`src/rtl/dcache_pkg.sv`:
```
// Shared widths, state encoding and helpers for the direct-mapped data cache.
package dcache_pkg;

  localparam int NUM_LINES   = 8;
  localparam int BLOCK_BYTES = 4;
  localparam int TAG_W       = 3;
  localparam int IDX_W       = $clog2(NUM_LINES);
  localparam int OFF_W       = $clog2(BLOCK_BYTES);
  localparam int BLOCK_W     = 32;
  localparam int ADDR_W      = TAG_W + IDX_W + OFF_W;
  localparam int BADDR_W     = TAG_W + IDX_W;

  typedef enum logic [1:0] {
    IDLE       = 2'b00,
    WRITE_BACK = 2'b01,
    MEM_READ   = 2'b10,
    UPDATE     = 2'b11
  } state_t;

  // Picks byte 'off' out of a block; byte k lives in bits 8k+7:8k.
  function automatic logic [7:0] block_byte(input logic [BLOCK_W-1:0] blk,
                                            input logic [OFF_W-1:0]   off);
    return blk[{off, 3'b000} +: 8];
  endfunction

endpackage

```
`src/rtl/dcache_fsm.sv`:
```
// Miss-handling sequencer: decides when to write back, when to refill, and
// drives the registered memory strobes, block address and write-back data.
module dcache_fsm
  import dcache_pkg::*;
(
  input  logic               clk,
  input  logic               reset,
  input  logic               access,
  input  logic               hit,
  input  logic               dirty_line,
  input  logic [TAG_W-1:0]   old_tag,
  input  logic [IDX_W-1:0]   index,
  input  logic [BLOCK_W-1:0] line_data,
  input  logic [BADDR_W-1:0] req_block,
  input  logic               mem_busywait,
  output state_t             state,
  output logic               mem_read,
  output logic               mem_write,
  output logic [BADDR_W-1:0] mem_address,
  output logic [BLOCK_W-1:0] mem_writedata
);

  // Block that missed, captured at the miss so the refill target cannot drift
  // if the CPU drops its request while a transfer is still running.
  logic [BADDR_W-1:0] miss_block;

  // State register and registered memory strobes; transfers always run to
  // completion once started, only reset can abort them.
  always_ff @(posedge clk) begin
    if (!reset) begin
      state         <= IDLE;
      mem_read      <= 1'b0;
      mem_write     <= 1'b0;
      mem_address   <= '0;
      mem_writedata <= '0;
      miss_block    <= '0;
    end else begin
      case (state)
        IDLE: begin
          if (access && !hit) begin
            miss_block <= req_block;
            if (dirty_line) begin
              state         <= WRITE_BACK;
              mem_write     <= 1'b1;
              mem_address   <= {old_tag, index};
              mem_writedata <= line_data;
            end else begin
              state       <= MEM_READ;
              mem_read    <= 1'b1;
              mem_address <= req_block;
            end
          end
        end
        WRITE_BACK: begin
          if (!mem_busywait) begin
            state       <= MEM_READ;
            mem_write   <= 1'b0;
            mem_read    <= 1'b1;
            mem_address <= miss_block;
          end
        end
        MEM_READ: begin
          if (!mem_busywait) begin
            state    <= UPDATE;
            mem_read <= 1'b0;
          end
        end
        UPDATE: begin
          state <= IDLE;
        end
        default: begin
          state     <= IDLE;
          mem_read  <= 1'b0;
          mem_write <= 1'b0;
        end
      endcase
    end
  end

endmodule

```
`src/rtl/dcache_ctrl.sv`:
```
// Direct-mapped write-back data cache: line storage, hit detection, CPU-side
// read/write paths and the stall signal; miss sequencing lives in dcache_fsm.
module dcache_ctrl
  import dcache_pkg::*;
(
  input  logic               clk,
  input  logic               reset,
  input  logic               read,
  input  logic               write,
  input  logic [ADDR_W-1:0]  address,
  input  logic [7:0]         writedata,
  output logic [7:0]         readdata,
  output logic               busywait,
  output logic               mem_read,
  output logic               mem_write,
  output logic [BADDR_W-1:0] mem_address,
  output logic [BLOCK_W-1:0] mem_writedata,
  input  logic [BLOCK_W-1:0] mem_readdata,
  input  logic               mem_busywait
);

  logic [NUM_LINES-1:0] valid_q;
  logic [NUM_LINES-1:0] dirty_q;
  logic [TAG_W-1:0]     tag_q  [NUM_LINES];
  logic [BLOCK_W-1:0]   data_q [NUM_LINES];
  logic [7:0]           readdata_q;

  logic [TAG_W-1:0] tag;
  logic [IDX_W-1:0] index;
  logic [OFF_W-1:0] offset;
  logic [IDX_W-1:0] upd_index;
  logic             access;
  logic             is_read;
  logic             is_write;
  logic             hit;
  logic             rd_hit;
  logic             wr_hit;
  logic [7:0]       sel_byte;
  state_t           state;

  assign tag       = address[ADDR_W-1 -: TAG_W];
  assign index     = address[OFF_W +: IDX_W];
  assign offset    = address[OFF_W-1:0];
  assign upd_index = mem_address[IDX_W-1:0];

  assign access   = read | write;
  assign is_write = write;
  assign is_read  = read & ~write;
  assign hit      = valid_q[index] && (tag_q[index] == tag);
  assign rd_hit   = is_read && hit && (state == IDLE);
  assign wr_hit   = is_write && hit && (state == IDLE);
  assign sel_byte = block_byte(data_q[index], offset);

  assign busywait = access && (!hit || (state != IDLE));
  assign readdata = rd_hit ? sel_byte : readdata_q;

  // Line status bits and the held read value; reset invalidates everything,
  // which also throws away any dirty data.
  always_ff @(posedge clk) begin
    if (!reset) begin
      valid_q    <= '0;
      dirty_q    <= '0;
      readdata_q <= '0;
    end else begin
      if (state == UPDATE) begin
        valid_q[upd_index] <= 1'b1;
        dirty_q[upd_index] <= 1'b0;
      end else if (wr_hit) begin
        dirty_q[index] <= 1'b1;
      end
      if (rd_hit) begin
        readdata_q <= sel_byte;
      end
    end
  end

  // Tag and data arrays: refill from memory in UPDATE, byte store on a hit.
  always_ff @(posedge clk) begin
    if (reset) begin
      if (state == UPDATE) begin
        data_q[upd_index] <= mem_readdata;
        tag_q[upd_index]  <= mem_address[BADDR_W-1 -: TAG_W];
      end else if (wr_hit) begin
        data_q[index][{offset, 3'b000} +: 8] <= writedata;
      end
    end
  end

  dcache_fsm u_fsm (
    .clk           (clk),
    .reset         (reset),
    .access        (access),
    .hit           (hit),
    .dirty_line    (dirty_q[index] & valid_q[index]),
    .old_tag       (tag_q[index]),
    .index         (index),
    .line_data     (data_q[index]),
    .req_block     (address[ADDR_W-1:OFF_W]),
    .mem_busywait  (mem_busywait),
    .state         (state),
    .mem_read      (mem_read),
    .mem_write     (mem_write),
    .mem_address   (mem_address),
    .mem_writedata (mem_writedata)
  );

endmodule

```
`config.mk`:
```
export PLATFORM = sky130hd
export DESIGN_NAME = dcache_ctrl
export DESIGN_NICKNAME = d
export VERILOG_FILES = /design/src/rtl/dcache_pkg.sv /design/src/rtl/dcache_fsm.sv /design/src/rtl/dcache_ctrl.sv
export SDC_FILE = /design/constraint.sdc
export NUM_CORES = 1
export LEC_CHECK = 0
export BUFFER_PORTS_ARGS = -buffer_cell sky130_fd_sc_hd__buf_2
export CAP_MARGIN = 10
export CORE_ASPECT_RATIO = 0.75
export CORE_UTILIZATION = 30
export CTS_CLUSTER_SIZE = 16
export DETAILED_ROUTE_END_ITERATION = 10
export PLACE_DENSITY_LB_ADDON = 0.08
export RECOVER_POWER = 25
export SKIP_CTS_REPAIR_TIMING = 1
export SYNTH_ARGS = -nofsm -noshare
export SYNTH_HDL_FRONTEND = slang
export SYNTH_SLANG_ARGS = --single-unit
```
`constraint.sdc`:
```
create_clock -name clk -period 3.94 [get_ports clk]
set_input_delay 0.394 -clock clk [delete_from_list [all_inputs] [get_ports clk]]
set_output_delay 0.394 -clock clk [all_outputs]
set_load 0.005 [all_outputs]
```
==> results of run 1 <==
[cell families (layout without fill, tap and decap cells)]
kind of cell	count (synthesis)	in the layout	share of synthesized area [%]
flip-flops	352	352	65.9
AO/OA/AOI/OAI	226	226	10.3
multiplexers	117	117	10.9
buffers and inverters	87	281	2.45
AND/OR/NAND/NOR	322	322	9.84
adder cells (fa/ha/maj)	8	8	0.670
[flip-flops by register name (all words and copies together) (netlist names), 2 cells and up]
register / cells
data_q: 256
u_fsm.mem_writedata: 32
u_fsm.miss_block: 6
valid_q: 8
dirty_q: 8
readdata_q: 8
u_fsm.state: 2
tag_q: 24
u_fsm.mem_address: 6
[worst max-delay path, stage by stage]
cell      delay, ps
buf_4           170
buf_4           250
nor2_1          950
a221oi_1        250
o22ai_1         700
mux4_2          380
mux2_2          190
buf_2           120
[cell usage in the layout, fill, tap and decap left out, drive strengths merged, types with 14 or more instances in the layout]
| master | instances |
|---|---|
| inv | 14 |
| dfxtp | 72 |
| nand3 | 40 |
| a22oi | 20 |
| mux2 | 41 |
| buf | 169 |
| nor2 | 57 |
| edfxtp | 280 |
| mux2i | 44 |
| and2 | 15 |
| nand2 | 148 |
| a21oi | 34 |
| nor4 | 23 |
| o21ai | 71 |
| mux4 | 32 |
| a221oi | 22 |
| clkbuf | 82 |
[cell type report]
| class | instances | area, sq um |
|---|---|---|
| clock buffers | 46 | 1000 |
| clock inverters | 18 | 125 |
| fillers | 4751 | 31000 |
| inverters | 12 | 45.0 |
| multi-input cells | 673 | 4860 |
| flip-flops and latches | 352 | 9850 |
| well taps | 648 | 811 |
| repair buffers | 205 | 1250 |
[Yosys cell counts (3+ instances only)]
cell type / n / area share (%)
a221o_1: 3 / 0.20
buf_2: 26 / 0.87
o22ai_1: 9 / 0.38
nor3_1: 5 / 0.17
mux2_2: 39 / 2.9
a211oi_1: 3 / 0.15
a221oi_1: 22 / 1.3
nor2_1: 57 / 1.4
a31o_2: 3 / 0.18
ha_1: 8 / 0.67
a31oi_1: 3 / 0.13
nor2b_1: 10 / 0.42
o31ai_1: 6 / 0.30
a21o_1: 9 / 0.45
clkbuf_1: 44 / 1.1
a22oi_1: 20 / 1.0
o221ai_1: 10 / 0.59
a22o_1: 5 / 0.29
a211oi_2: 5 / 0.42
nand3_1: 40 / 1.3
inv_1: 11 / 0.28
mux4_2: 32 / 4.8
buf_1: 4 / 0.10
o21ai_0: 69 / 2.3
mux2i_1: 44 / 2.9
o211ai_1: 5 / 0.25
nand4_1: 3 / 0.13
dfxtp_1: 72 / 9.6
nand2_1: 148 / 3.7
o2bb2ai_1: 6 / 0.35
edfxtp_1: 280 / 56
nor3b_1: 8 / 0.40
and2_1: 15 / 0.63
a21oi_1: 34 / 1.1
nor4_1: 23 / 0.96
[worst paths after layout]
path | end | slack, ps | depth (start not counted)
max reg2reg | data_q[1][5] | 390 | 10
min | u_fsm.miss_block[2] | 150 | 3
min reg2reg | valid_q[5] | 450 | 1
max | readdata[7] | 120 | 8
[metrics by stage]
step                hold slack [ps]  setup WS [ps]  area [sq um]
finish                          148            119         17900
global route                    148           70.1         17900
CTS                             131            216         18000
detailed placement              440            216         16900
global placement                433            184         16900
floorplan                       421            273         14900
[report_power, final]
group,leakage [nW],switching [mW],internal [mW]
sequential,3.10,0.119,4.09
clock,0.545,1.47,1.87
combinational,2.58,0.568,0.314
total,6.23,2.16,6.28
[routing by layer]
layer / routed length [um] / up-vias
met5: 0 / -
met4: 875 / 0
met3: 2790 / 53
met2: 20200 / 280
met1: 26200 / 5056
li1: - / 4608
==> results_dict.tcl, run 1 <==
set metrics [dict create \
    status "finished, final reports clean" \
    dpl.cell_count 1890 \
    period_minus_slack_ps 3820 \
    min_path_type "input pin to flop" \
    syn_inst 1112 \
    critPathKind "input pin to primary output" \
    maxCapViolations 0 \
    hpwl_um 35100 \
    busiest_layer "met1" \
    area_delta_synth_final_pct 20.0 \
    numPortBuffers 101 \
    h-tree-depth 2 \
    power_leakage_nw 6.23 \
    vias 9997 \
    ant_nets 0 \
    cts_tree "done" \
    grt.met1_usage_pct 31.7 \
    grt.total_usage_pct 19.8 \
    async_flop_share_pct 0 \
    yosys_warnings 0 \
    final_hold_viol_count 0 \
    clock-sinks 352 \
    finish.utilization_pct 36.7 \
    grtUsageMet2_pct 27.2 \
    cts_buffers 38 \
    synth-edff-count 280 \
    finClkSkew_ps 22.2 \
    initial_core_util_pct 30.5 \
    syn_nets 1173 \
    row_count 70 \
    grt_overflow 0 \
    final-max-slew-violation-count 0 \
    rsz0062_at_grt "no" \
    drive_gt1_share_pct 24.1 \
    die_w_um 260 \
    dieHeight_um 195 \
    pwr_density_cell_nw_per_um2 470 \
    ioPinCount 102 \
    relSlewSlack_pct 18.7 \
    fin_tns_setup_ps 0 \
    clk_pin_slew_ps 60 \
    cp-end-kind "primary output" \
    arrival_ps 3430 \
    min-delay-start "address[4]" \
    instances_no_fill 1954 \
    power_mw 8.44 \
    peakVddDrop_v 0.000208 \
    avgRoutedWirePerCell_um 25.6 \
    r2r_start "tag_q[6][2]" \
    antennaDiodeCount 0 \
    min_period_over_period_pct 97.0 \
    dr.pass1.iters 7 \
    met3_usage_pct 3.58 \
    required_ps 3550 \
    ys_types 55 \
    tightest_slew_ps 1210 \
    gp_congestion 0.837 \
    drt-total-wl_um 50000 \
    ys.flop_type "edfxtp_1" \
    drt_drc_violations_left 0 \
    start_kind "input pin" \
    synth.ff_latch_count 352 \
    cts_root_buffer "clkbuf_16" \
    grt_max_degree 70 \
    cp-startpoint "address[3]" \
    antenna_found_initial 2 \
    core_sq_um 49000 \
    clockBufferDepth 3 \
    setup_viol 0 \
    synth_seq_area_share_pct 65.9 \
    nets 1343 \
    drt_iter0_markers 902 \
    path_max_fanout 17 \
    avgViaCountPerCell 5.12 \
    clk_latency_ps 550 \
    synth_area_per_cell_sq_um 13.4 \
    grt_pass1_vias 9958 \
    grt_pass1_wl_um 72400 \
    synth_area_sq_um 14900 \
    fmax_mhz 262 \
    die-area_sq_um 50700 \
]
No activity file was read; power rests on OpenSTA's default activity.
==> run 2: changes to the inputs <==
--- a/config.mk
+++ b/config.mk
@@ -11,7 +11,7 @@
 export CORE_UTILIZATION = 30
 export CTS_CLUSTER_SIZE = 16
 export DETAILED_ROUTE_END_ITERATION = 10
-export PLACE_DENSITY_LB_ADDON = 0.08
+export PLACE_DENSITY = 0.54
 export RECOVER_POWER = 25
 export SKIP_CTS_REPAIR_TIMING = 1
 export SYNTH_ARGS = -nofsm -noshare
==> run 2 against run 1 <==
Via count increased by 1.8%. Largest power group unchanged. Clock skew decreased by 3.4 ps. Final cell count decreased by 0.82%. Register-to-register slack improved by 50 ps. Wire length decreased by 11%. Highest routed layer unchanged. First-iteration DRC count increased by 14%. Critical path type unchanged.
==> results_dict.tcl, run 2 (same netlist as run 1, synthesis figures left out) <==
set metrics [dict create \
    status "finished, final reports clean" \
    avgViaCountPerCell 5.25 \
    row_count 70 \
    grt_pass1_wl_um 65600 \
    final_hold_viol_count 0 \
    period_minus_slack_ps 3740 \
    h-tree-depth 2 \
    ioPinCount 102 \
    hpwl_um 31200 \
    min-delay-start "address[5]" \
    finClkSkew_ps 18.8 \
    dpl.cell_count 1872 \
    start_kind "input pin" \
    arrival_ps 3350 \
    critPathKind "input pin to primary output" \
    area_delta_synth_final_pct 20.1 \
    rsz0062_at_grt "no" \
    final_area_sq_um 17900 \
    clock-sinks 352 \
    dp_slack_ps 332 \
    cts_root_buffer "clkbuf_16" \
    core_sq_um 49000 \
    setup_viol 0 \
    path_max_fanout 54 \
    final-max-slew-violation-count 0 \
    required_ps 3550 \
    whs_endpoint "u_fsm.miss_block[3]" \
    dr.pass1.iters 5 \
    worst_r2r_path_depth 8 \
    top_regs "data_q x256, u_fsm.mem_writedata x32, tag_q x24" \
    fin_tns_setup_ps 0 \
    clockBufferDepth 3 \
    crit_slowest_cell "nor2b_1" \
    cts_tree "done" \
    die-area_sq_um 50700 \
    min_path_type "input pin to flop" \
    top_register "data_q" \
    gp_congestion 0.892 \
    instances_no_fill 1938 \
    antenna_found_initial 0 \
    numPortBuffers 101 \
    power_mw 8.61 \
    whs_path_depth 3 \
    min_period_over_period_pct 95.0 \
    grt_pass1_vias 9639 \
    cp_top_family "simple AND/OR/NAND/NOR gates" \
    largest_reg_flops 256 \
    drt_iter0_markers 1026 \
    clk_pin_slew_ps 60 \
    drive_gt1_share_pct 24.0 \
    clk_latency_ps 540 \
    r2r_slack_ps 440 \
    tightest_slew_ps 1050 \
    maxCapViolations 0 \
    mostFrequentLayoutCells "edfxtp_1 (280), nand2_1 (148), buf_2 (80), dfxtp_1 (72), buf_4 (71)" \
    dieHeight_um 195 \
    initial_core_util_pct 30.5 \
    drt_drc_violations_left 0 \
    die_w_um 260 \
    final_common_cell "edfxtp_1" \
    peakVddDrop_v 0.000323 \
    grt_max_degree 105 \
    cp-end-kind "primary output" \
    ant_nets 0 \
    relSlewSlack_pct 29.6 \
    fmax_mhz 267 \
    nets 1323 \
    avgRoutedWirePerCell_um 23.1 \
    grt.total_usage_pct 17.6 \
    vias 10200 \
    post_dp_cell_area_sq_um 16800 \
    grt_overflow 0 \
    critPathBufInv 3 \
    slowest_delay_ps 880 \
    cts_buffers 36 \
    finalWorstSetupSlack_ps 195 \
    power_leakage_nw 6.23 \
    r2r-end "data_q[0][12]" \
    drt-total-wl_um 44700 \
    pwr_density_cell_nw_per_um2 480 \
    crit_chain "clkbuf_1 -> buf_12 -> nor2b_1 -> a221oi_1 -> o22ai_1 -> mux4_2 -> mux2_1 -> buf_2" \
    cp-startpoint "address[4]" \
    r2r_start "tag_q[6][2]" \
]
-- run 2: changes by cell type in the layout (fill, tap and decap cells not counted), sizes merged --
| cell | previous run | this run |
|---|---|---|
| buf | 169 | 156 |
| clkbuf | 82 | 76 |
| diode | 0 | 1 |
| inv | 14 | 15 |
| bufinv | 1 | 5 |
| clkinv | 13 | 10 |
-- run 2: final cells by class --
class	count	area (sq um)
Timing Repair Buffer	187	1150
Tap cell	648	811
Inverter	12	45.0
Fill cell	4679	31000
Multi-Input combinational cell	673	4860
Clock inverter	20	250
Antenna cell	1	2.50
Clock buffer	45	976
Sequential cell	352	9850
-- run 2: how the worst max path moves through the flow --
stage	to	cells past startpoint
after floorplan	data_q[1][0]	9
after global routing	readdata[6]	8
after CTS	readdata[6]	8
after global placement	data_q[0][18]	9
final	readdata[6]	8
after detailed placement	data_q[0][9]	9
-- run 2: power by group --
group          total (mW)  switching (mW)  internal, mW
clock                3.57            1.47          2.10
combinational       0.843           0.547         0.297
sequential           4.19           0.108          4.09
-- run 2: layer usage --
metal,vias to the layer above,routed length (um),global-route usage [%]
met5,-,0,0
met1,5093,22000,28.1
met4,0,722,3.99
met3,53,3550,3.32
li1,4586,-,-
met2,443,18400,24.0
-- run 2: metrics by stage --
stage	hold slack [ps]	util, %
6_report	136	36.7
5_1_grt	138	36.7
4_1_cts	127	36.8
3_5_place_dp	436	34.3
3_3_place_gp	430	34.3
2_1_floorplan	421	-
-- run 2: worst reg2reg max path, delay by kind of cell, from the launching register on --
family | cells | cell delay, ps
buffers and inverters | 1 | 230
muxes | 2 | 770
and+or+nand+nor | 4 | 1070
AOI/OAI and AO/OA | 1 | 800
DFF | 1 | 370
